**src/rtl/video_timing.sv**
```systemverilog
// Video raster timing generator: pixel-rate divider, x/y counters and registered sync/blank outputs.
// Define VIDEO_TIMING_FRAMECOUNT_EN to add the 16-bit frame_count output.
module video_timing #(
    parameter int CLKDIV   = 4,
    parameter int H_ACTIVE = 640,
    parameter int H_FP     = 16,
    parameter int H_SYNC   = 96,
    parameter int H_BP     = 48,
    parameter int V_ACTIVE = 480,
    parameter int V_FP     = 10,
    parameter int V_SYNC   = 2,
    parameter int V_BP     = 33,
    parameter bit HS_POL   = 1'b0,
    parameter bit VS_POL   = 1'b0
) (
    input  logic        clk,
    input  logic        reset_in,
    input  logic        enable,
    input  logic        restart,
    output logic        pixel,
    output logic        hs,
    output logic        vs,
    output logic        vena,
    output logic        hblank,
    output logic        vblank,
    output logic [11:0] xpos,
    output logic [11:0] ypos,
    output logic        line_start,
`ifdef VIDEO_TIMING_FRAMECOUNT_EN
    output logic [15:0] frame_count,
`endif
    output logic        frame_start
);

    localparam int H_TOTAL = H_ACTIVE + H_FP + H_SYNC + H_BP;
    localparam int V_TOTAL = V_ACTIVE + V_FP + V_SYNC + V_BP;
    localparam int DW      = (CLKDIV > 1) ? $clog2(CLKDIV) : 1;

    if (CLKDIV < 1 || CLKDIV > 16) begin : g_bad_clkdiv
        $error("video_timing: CLKDIV must be 1..16");
    end
    if (H_ACTIVE < 1 || H_FP < 1 || H_SYNC < 1 || H_BP < 1 || H_TOTAL > 4096) begin : g_bad_h
        $error("video_timing: horizontal widths must be >= 1 with total <= 4096");
    end
    if (V_ACTIVE < 1 || V_FP < 1 || V_SYNC < 1 || V_BP < 1 || V_TOTAL > 4096) begin : g_bad_v
        $error("video_timing: vertical widths must be >= 1 with total <= 4096");
    end

    localparam logic [DW-1:0] DIV_LAST = DW'(CLKDIV - 1);
    localparam logic [11:0]   H_LAST   = 12'(H_TOTAL - 1);
    localparam logic [11:0]   V_LAST   = 12'(V_TOTAL - 1);
    localparam logic [11:0]   H_ACT    = 12'(H_ACTIVE);
    localparam logic [11:0]   V_ACT    = 12'(V_ACTIVE);
    localparam logic [11:0]   HS_FIRST = 12'(H_ACTIVE + H_FP);
    localparam logic [11:0]   HS_LAST  = 12'(H_ACTIVE + H_FP + H_SYNC - 1);
    localparam logic [11:0]   VS_FIRST = 12'(V_ACTIVE + V_FP);
    localparam logic [11:0]   VS_LAST  = 12'(V_ACTIVE + V_FP + V_SYNC - 1);

    logic [DW-1:0] div_q;
    logic          tick;
    logic [11:0]   x_nxt;
    logic [11:0]   y_nxt;
    logic          ls_q;
    logic          fs_q;

    // A pixel clk is the last divider phase of an enabled, non-restarting cycle.
    assign tick  = enable && !restart && (div_q == DIV_LAST);
    assign pixel = tick;

    always_comb begin
        x_nxt = (xpos == H_LAST) ? 12'd0 : xpos + 12'd1;
        y_nxt = ypos;
        if (xpos == H_LAST) begin
            y_nxt = (ypos == V_LAST) ? 12'd0 : ypos + 12'd1;
        end
    end

    // The one-clk pulses must not appear while timing is frozen.
    assign line_start  = ls_q && enable;
    assign frame_start = fs_q && enable;

    // NOTE: sequential state uses non-blocking assignments so every register samples pre-edge values.
    always_ff @(posedge clk or negedge reset_in) begin
        if (!reset_in) begin
            div_q  <= '0;
            xpos   <= H_LAST;
            ypos   <= V_LAST;
            hs     <= !HS_POL;
            vs     <= !VS_POL;
            hblank <= 1'b1;
            vblank <= 1'b1;
            vena   <= 1'b0;
            ls_q   <= 1'b0;
            fs_q   <= 1'b0;
        end else if (restart) begin
            div_q  <= '0;
            xpos   <= H_LAST;
            ypos   <= V_LAST;
            hs     <= !HS_POL;
            vs     <= !VS_POL;
            hblank <= 1'b1;
            vblank <= 1'b1;
            vena   <= 1'b0;
            ls_q   <= 1'b0;
            fs_q   <= 1'b0;
        end else if (enable) begin
            div_q <= tick ? '0 : div_q + 1'b1;
            ls_q  <= 1'b0;
            fs_q  <= 1'b0;
            if (tick) begin
                // Level outputs are decoded from the next position so they line up with xpos/ypos.
                xpos   <= x_nxt;
                ypos   <= y_nxt;
                hs     <= (x_nxt >= HS_FIRST && x_nxt <= HS_LAST) ? HS_POL : !HS_POL;
                vs     <= (y_nxt >= VS_FIRST && y_nxt <= VS_LAST) ? VS_POL : !VS_POL;
                hblank <= (x_nxt >= H_ACT);
                vblank <= (y_nxt >= V_ACT);
                vena   <= (x_nxt < H_ACT) && (y_nxt < V_ACT);
                ls_q   <= (x_nxt == 12'd0);
                fs_q   <= (x_nxt == 12'd0) && (y_nxt == 12'd0);
            end
        end else begin
            ls_q <= 1'b0;
            fs_q <= 1'b0;
        end
    end

`ifdef VIDEO_TIMING_FRAMECOUNT_EN
    // Counts frames across restarts; only reset clears it.
    always_ff @(posedge clk or negedge reset_in) begin
        if (!reset_in) begin
            frame_count <= 16'd0;
        end else if (tick && x_nxt == 12'd0 && y_nxt == 12'd0) begin
            frame_count <= frame_count + 16'd1;
        end
    end
`endif

endmodule

```
**config.mk**
```make
export PLATFORM = sky130hd
export DESIGN_NAME = video_timing
export DESIGN_NICKNAME = d
export VERILOG_FILES = /design/src/rtl/video_timing.sv
export SDC_FILE = /design/constraint.sdc
export NUM_CORES = 1
export LEC_CHECK = 0
export BUFFER_PORTS_ARGS = -buffer_cell sky130_fd_sc_hd__buf_2
export CAP_MARGIN = 0
export CORE_MARGIN = 2
export CORE_UTILIZATION = 35
export DETAILED_ROUTE_END_ITERATION = 16
export GPL_TIMING_DRIVEN = 1
export SYNTH_ARGS = -nofsm -noshare
export SYNTH_HDL_FRONTEND = slang
export SYNTH_SLANG_ARGS = --single-unit
export TNS_END_PERCENT = 100
```
**constraint.sdc**
```tcl
create_clock -name clk -period 8.1 [get_ports clk]
set_clock_uncertainty 0.05 [all_clocks]
set_input_delay 1.62 -clock clk [delete_from_list [all_inputs] [get_ports clk]]
set_output_delay 1.62 -clock clk [all_outputs]
set_load 0.03 [all_outputs]
```
==> results_dict.tcl <==
set metrics [dict create \
    outcome "complete, no violations" \
    cts_tree "built" \
    timing.setup.tns_ns 0 \
    yosys_warnings 0 \
    setup_viol 0 \
    synth_adder_area_share_pct 3.26 \
    crit_end "pixel" \
    regArea_sq_um 843 \
    p_leak_nw 1.13 \
    cts_root_buf "clkbuf_8" \
    grt_max_degree 34 \
    area_growth_syn_to_layout_pct 13.6 \
    ff2ff_setup_slack_ns 4.65 \
    timing.critical_path.from_type "primary input" \
    synth_edf_count 0 \
    overflow 0 \
    numCtsBuffers 5 \
    dieArea_sq_um 7240 \
    grt_pass1_wl_um 10400 \
    wl_met2_um 2780 \
    worstMarginPinSlew_ns 1.00 \
    first_pass_iters 4 \
    cts_resized 0 \
    cts.sinks 33 \
    initial_utilization_pct 36.2 \
    finalWirelength_um 6150 \
    r2r_end "fs_q$_DFF_PN0_" \
    io-pin-count 36 \
    critPathMaxFanout 15 \
    cp_num_buf_inv 2 \
    synth.mux.area_fraction_pct 1.79 \
    cts_buffer_depth 2 \
    num_vias 2199 \
    cts_hold_buf 0 \
    power.density_nw_per_um2 146 \
    drtAntennaViolNets 0 \
    setup.worst_path.end_class "output port" \
    postSynthCellCount 282 \
    clk_pin_slew_ns 0.09 \
    m1WireLength_um 2990 \
    worstSetupPathType "in2out" \
    place_inst 376 \
    ys_seq_area_share_pct 36.7 \
    crit_chain "buf_2 > nand2_1 > nor2_1 > buf_2" \
    yosysUniqueCellTypes 51 \
    drtIter0Drc 133 \
    wl_per_cell_um 16.0 \
    syn_area_sq_um 2300 \
    final_core_util_pct 41.2 \
    synth.avg_cell_area_sq_um 8.16 \
    syn_nets 292 \
    crit_family "simple AND/OR/NAND/NOR gates" \
    core-area_sq_um 6350 \
    ys.flop_type "dfrtp_1" \
    synth_top_family_by_area "simple AND/OR/NAND/NOR gates" \
    drv_cap 0 \
    slowest_delay_ns 0.44 \
    fill_cells 680 \
    die_h_um 85.1 \
    met3_length_um 314 \
    grt_pass1_vias 2033 \
    slowest_stage "nor2_1" \
    r2r_start "xpos[0]$_DFFE_PN1P_" \
    cp.depth 4 \
    finalMaxSlewViolations 0 \
    htree_levels 2 \
    holdCritPathClass "reg2reg" \
    cp-startpoint "enable" \
    post-route-period-util_pct 55.2 \
    dp_hpwl_um 4270 \
    rsz0062_at_grt "no" \
    globalplace.congestion 0.906 \
    routed.top_layer "met4" \
    ys_ff_latch 33 \
    crit_path_frequent_cell "buf_2" \
    crit_required_ns 6.43 \
    arrival_ns 2.80 \
    drive_above_1_share_pct 20.5 \
    die_w_um 85.1 \
    post-cts-setup-buffer-count 0 \
    track_usage_pct 17.5 \
    synth_compound_area_share_pct 16.2 \
    synth-xor-area-share_pct 6.09 \
    min_period_ns 4.47 \
    reg2reg_depth 7 \
    fin_nets 316 \
    clk_latency_ns 0.30 \
    max_slew_margin_pct 32.7 \
    multi_input_area_sq_um 1350 \
    num_antenna_cells 0 \
    numPortBuffers 35 \
    antenna_found_initial 0 \
    async_flop_share_pct 100 \
    synth-simple-area-share_pct 31.2 \
    finalHoldViolations 0 \
    drc 0 \
    fmax_mhz 224 \
    vias_per_cell 5.73 \
    core.rowCount 29 \
    fin_cells 384 \
    ir_worst_vdd_v 0.000114 \
]
cell families after synthesis:
kind of cell	Yosys count
flops	33
xor+xnor	16
fa+ha+maj	6
buf+inv	27
compound gates	57
simple gates	139
mux	4
state kept, by name, summed over array words and instances (netlist names):
signal / cells
xpos: 12
ypos: 12
div_q: 2
fs_q: 1
hblank: 1
hs: 1
ls_q: 1
vblank: 1
vena: 1
vs: 1
cell usage in the layout, fill, tap and decap left out, drive strengths merged, types with 2 or more instances in the layout:
| cell | count |
|---|---|
| buf | 36 |
| nand2 | 35 |
| nor2 | 29 |
| dfrtp | 19 |
| nand3 | 18 |
| o21ai | 15 |
| dfstp | 14 |
| a21oi | 12 |
| nand4 | 10 |
| nor3 | 9 |
| xor2 | 8 |
| xnor2 | 8 |
| inv | 7 |
| or3 | 7 |
| ha | 6 |
| or4 | 6 |
| and2 | 5 |
| a31oi | 5 |
| clkbuf | 5 |
| nor4 | 5 |
| nand2b | 4 |
| o21a | 4 |
| o211ai | 4 |
| mux2i | 3 |
| o31a | 3 |
| and4 | 2 |
| and3 | 2 |
| nand4b | 2 |
| a211oi | 2 |
| clkinv | 2 |
cell usage after synthesis (all sizes together) (2+ instances only):
cell type   n  area share [%]
and2        5             1.4
xor2        8             3.0
nand4b      2            0.76
mux2i       3             1.3
a21oi      12             2.6
o21a        4             1.3
ha          6             3.3
dfstp      14              16
or4         6             2.1
clkbuf     18             3.0
a211oi      2            0.65
nand4      10             2.7
o211ai      4             1.3
dfrtp      19              21
nand2      35             5.7
nor3        9             2.0
o31a        3             1.1
nand3      18             3.9
nor4        5             1.9
o21ai      15             3.3
nand2b      4             1.1
inv         7             1.1
nor2       29             4.7
xnor2       8             3.0
a31oi       5             1.4
and4        2            0.76
and3        2            0.54
or3         7             1.9
worst min-delay path by stage:
stage                                 endpoint  slack [ns]                 start  cells past startpoint
after floorplan           div_q[1]$_DFFE_PN0P_        0.44  div_q[1]$_DFFE_PN0P_                      2
after global placement    div_q[1]$_DFFE_PN0P_        0.46  div_q[1]$_DFFE_PN0P_                      2
after detailed placement  div_q[1]$_DFFE_PN0P_        0.48  div_q[1]$_DFFE_PN0P_                      2
after CTS                  xpos[9]$_DFFE_PN1P_        0.50   xpos[9]$_DFFE_PN1P_                      2
after global routing       xpos[9]$_DFFE_PN1P_        0.53   xpos[9]$_DFFE_PN1P_                      2
final                     div_q[1]$_DFFE_PN0P_        0.49  div_q[1]$_DFFE_PN0P_                      2
layer usage:
metal | global-route usage, % | vias to the layer above
li1 | - | 1065
met1 | 25.0 | 1043
met2 | 27.1 | 79
met3 | 3.40 | 12
met4 | 4.91 | 0
met5 | 0 | -
per-stage QoR:
| step | setup WS (ns) | hold slack [ns] | total power, mW | cell area [sq um] |
|---|---|---|---|---|
| after floorplan | 4.15 | 0.440 | 0.206 | 2300 |
| after global placement | 3.69 | 0.460 | 0.220 | 2500 |
| after detailed placement | 3.63 | 0.476 | 0.221 | 2500 |
| after CTS | 3.63 | 0.498 | 0.387 | 2620 |
| after global routing | 3.48 | 0.527 | 0.399 | 2620 |
| final | 3.63 | 0.487 | 0.381 | 2620 |
area by class of cell:
cell class,instances,share of cell area (%)
inverters,8,1.15
well taps,77,3.68
flip-flops and latches,33,32.2
clock buffers,5,2.63
clock inverters,3,1.77
multi-input cells,222,51.5
repair buffers,36,6.99
worst min-delay path, cell delays in order (launching register included):
cell and delay [ns]:
dfrtp_1 0.36, mux2i_1 0.07, nor2_1 0.08
power by group:
group	total [mW]	switching (mW)	leakage (nW)	internal, mW
logic	0.0462	0.0323	0.664	0.0140
registers	0.171	0.00325	0.411	0.168
clock network	0.163	0.0712	0.0543	0.0922
total	0.381	0.107	1.13	0.274
Power figures use the tool's default switching activity.
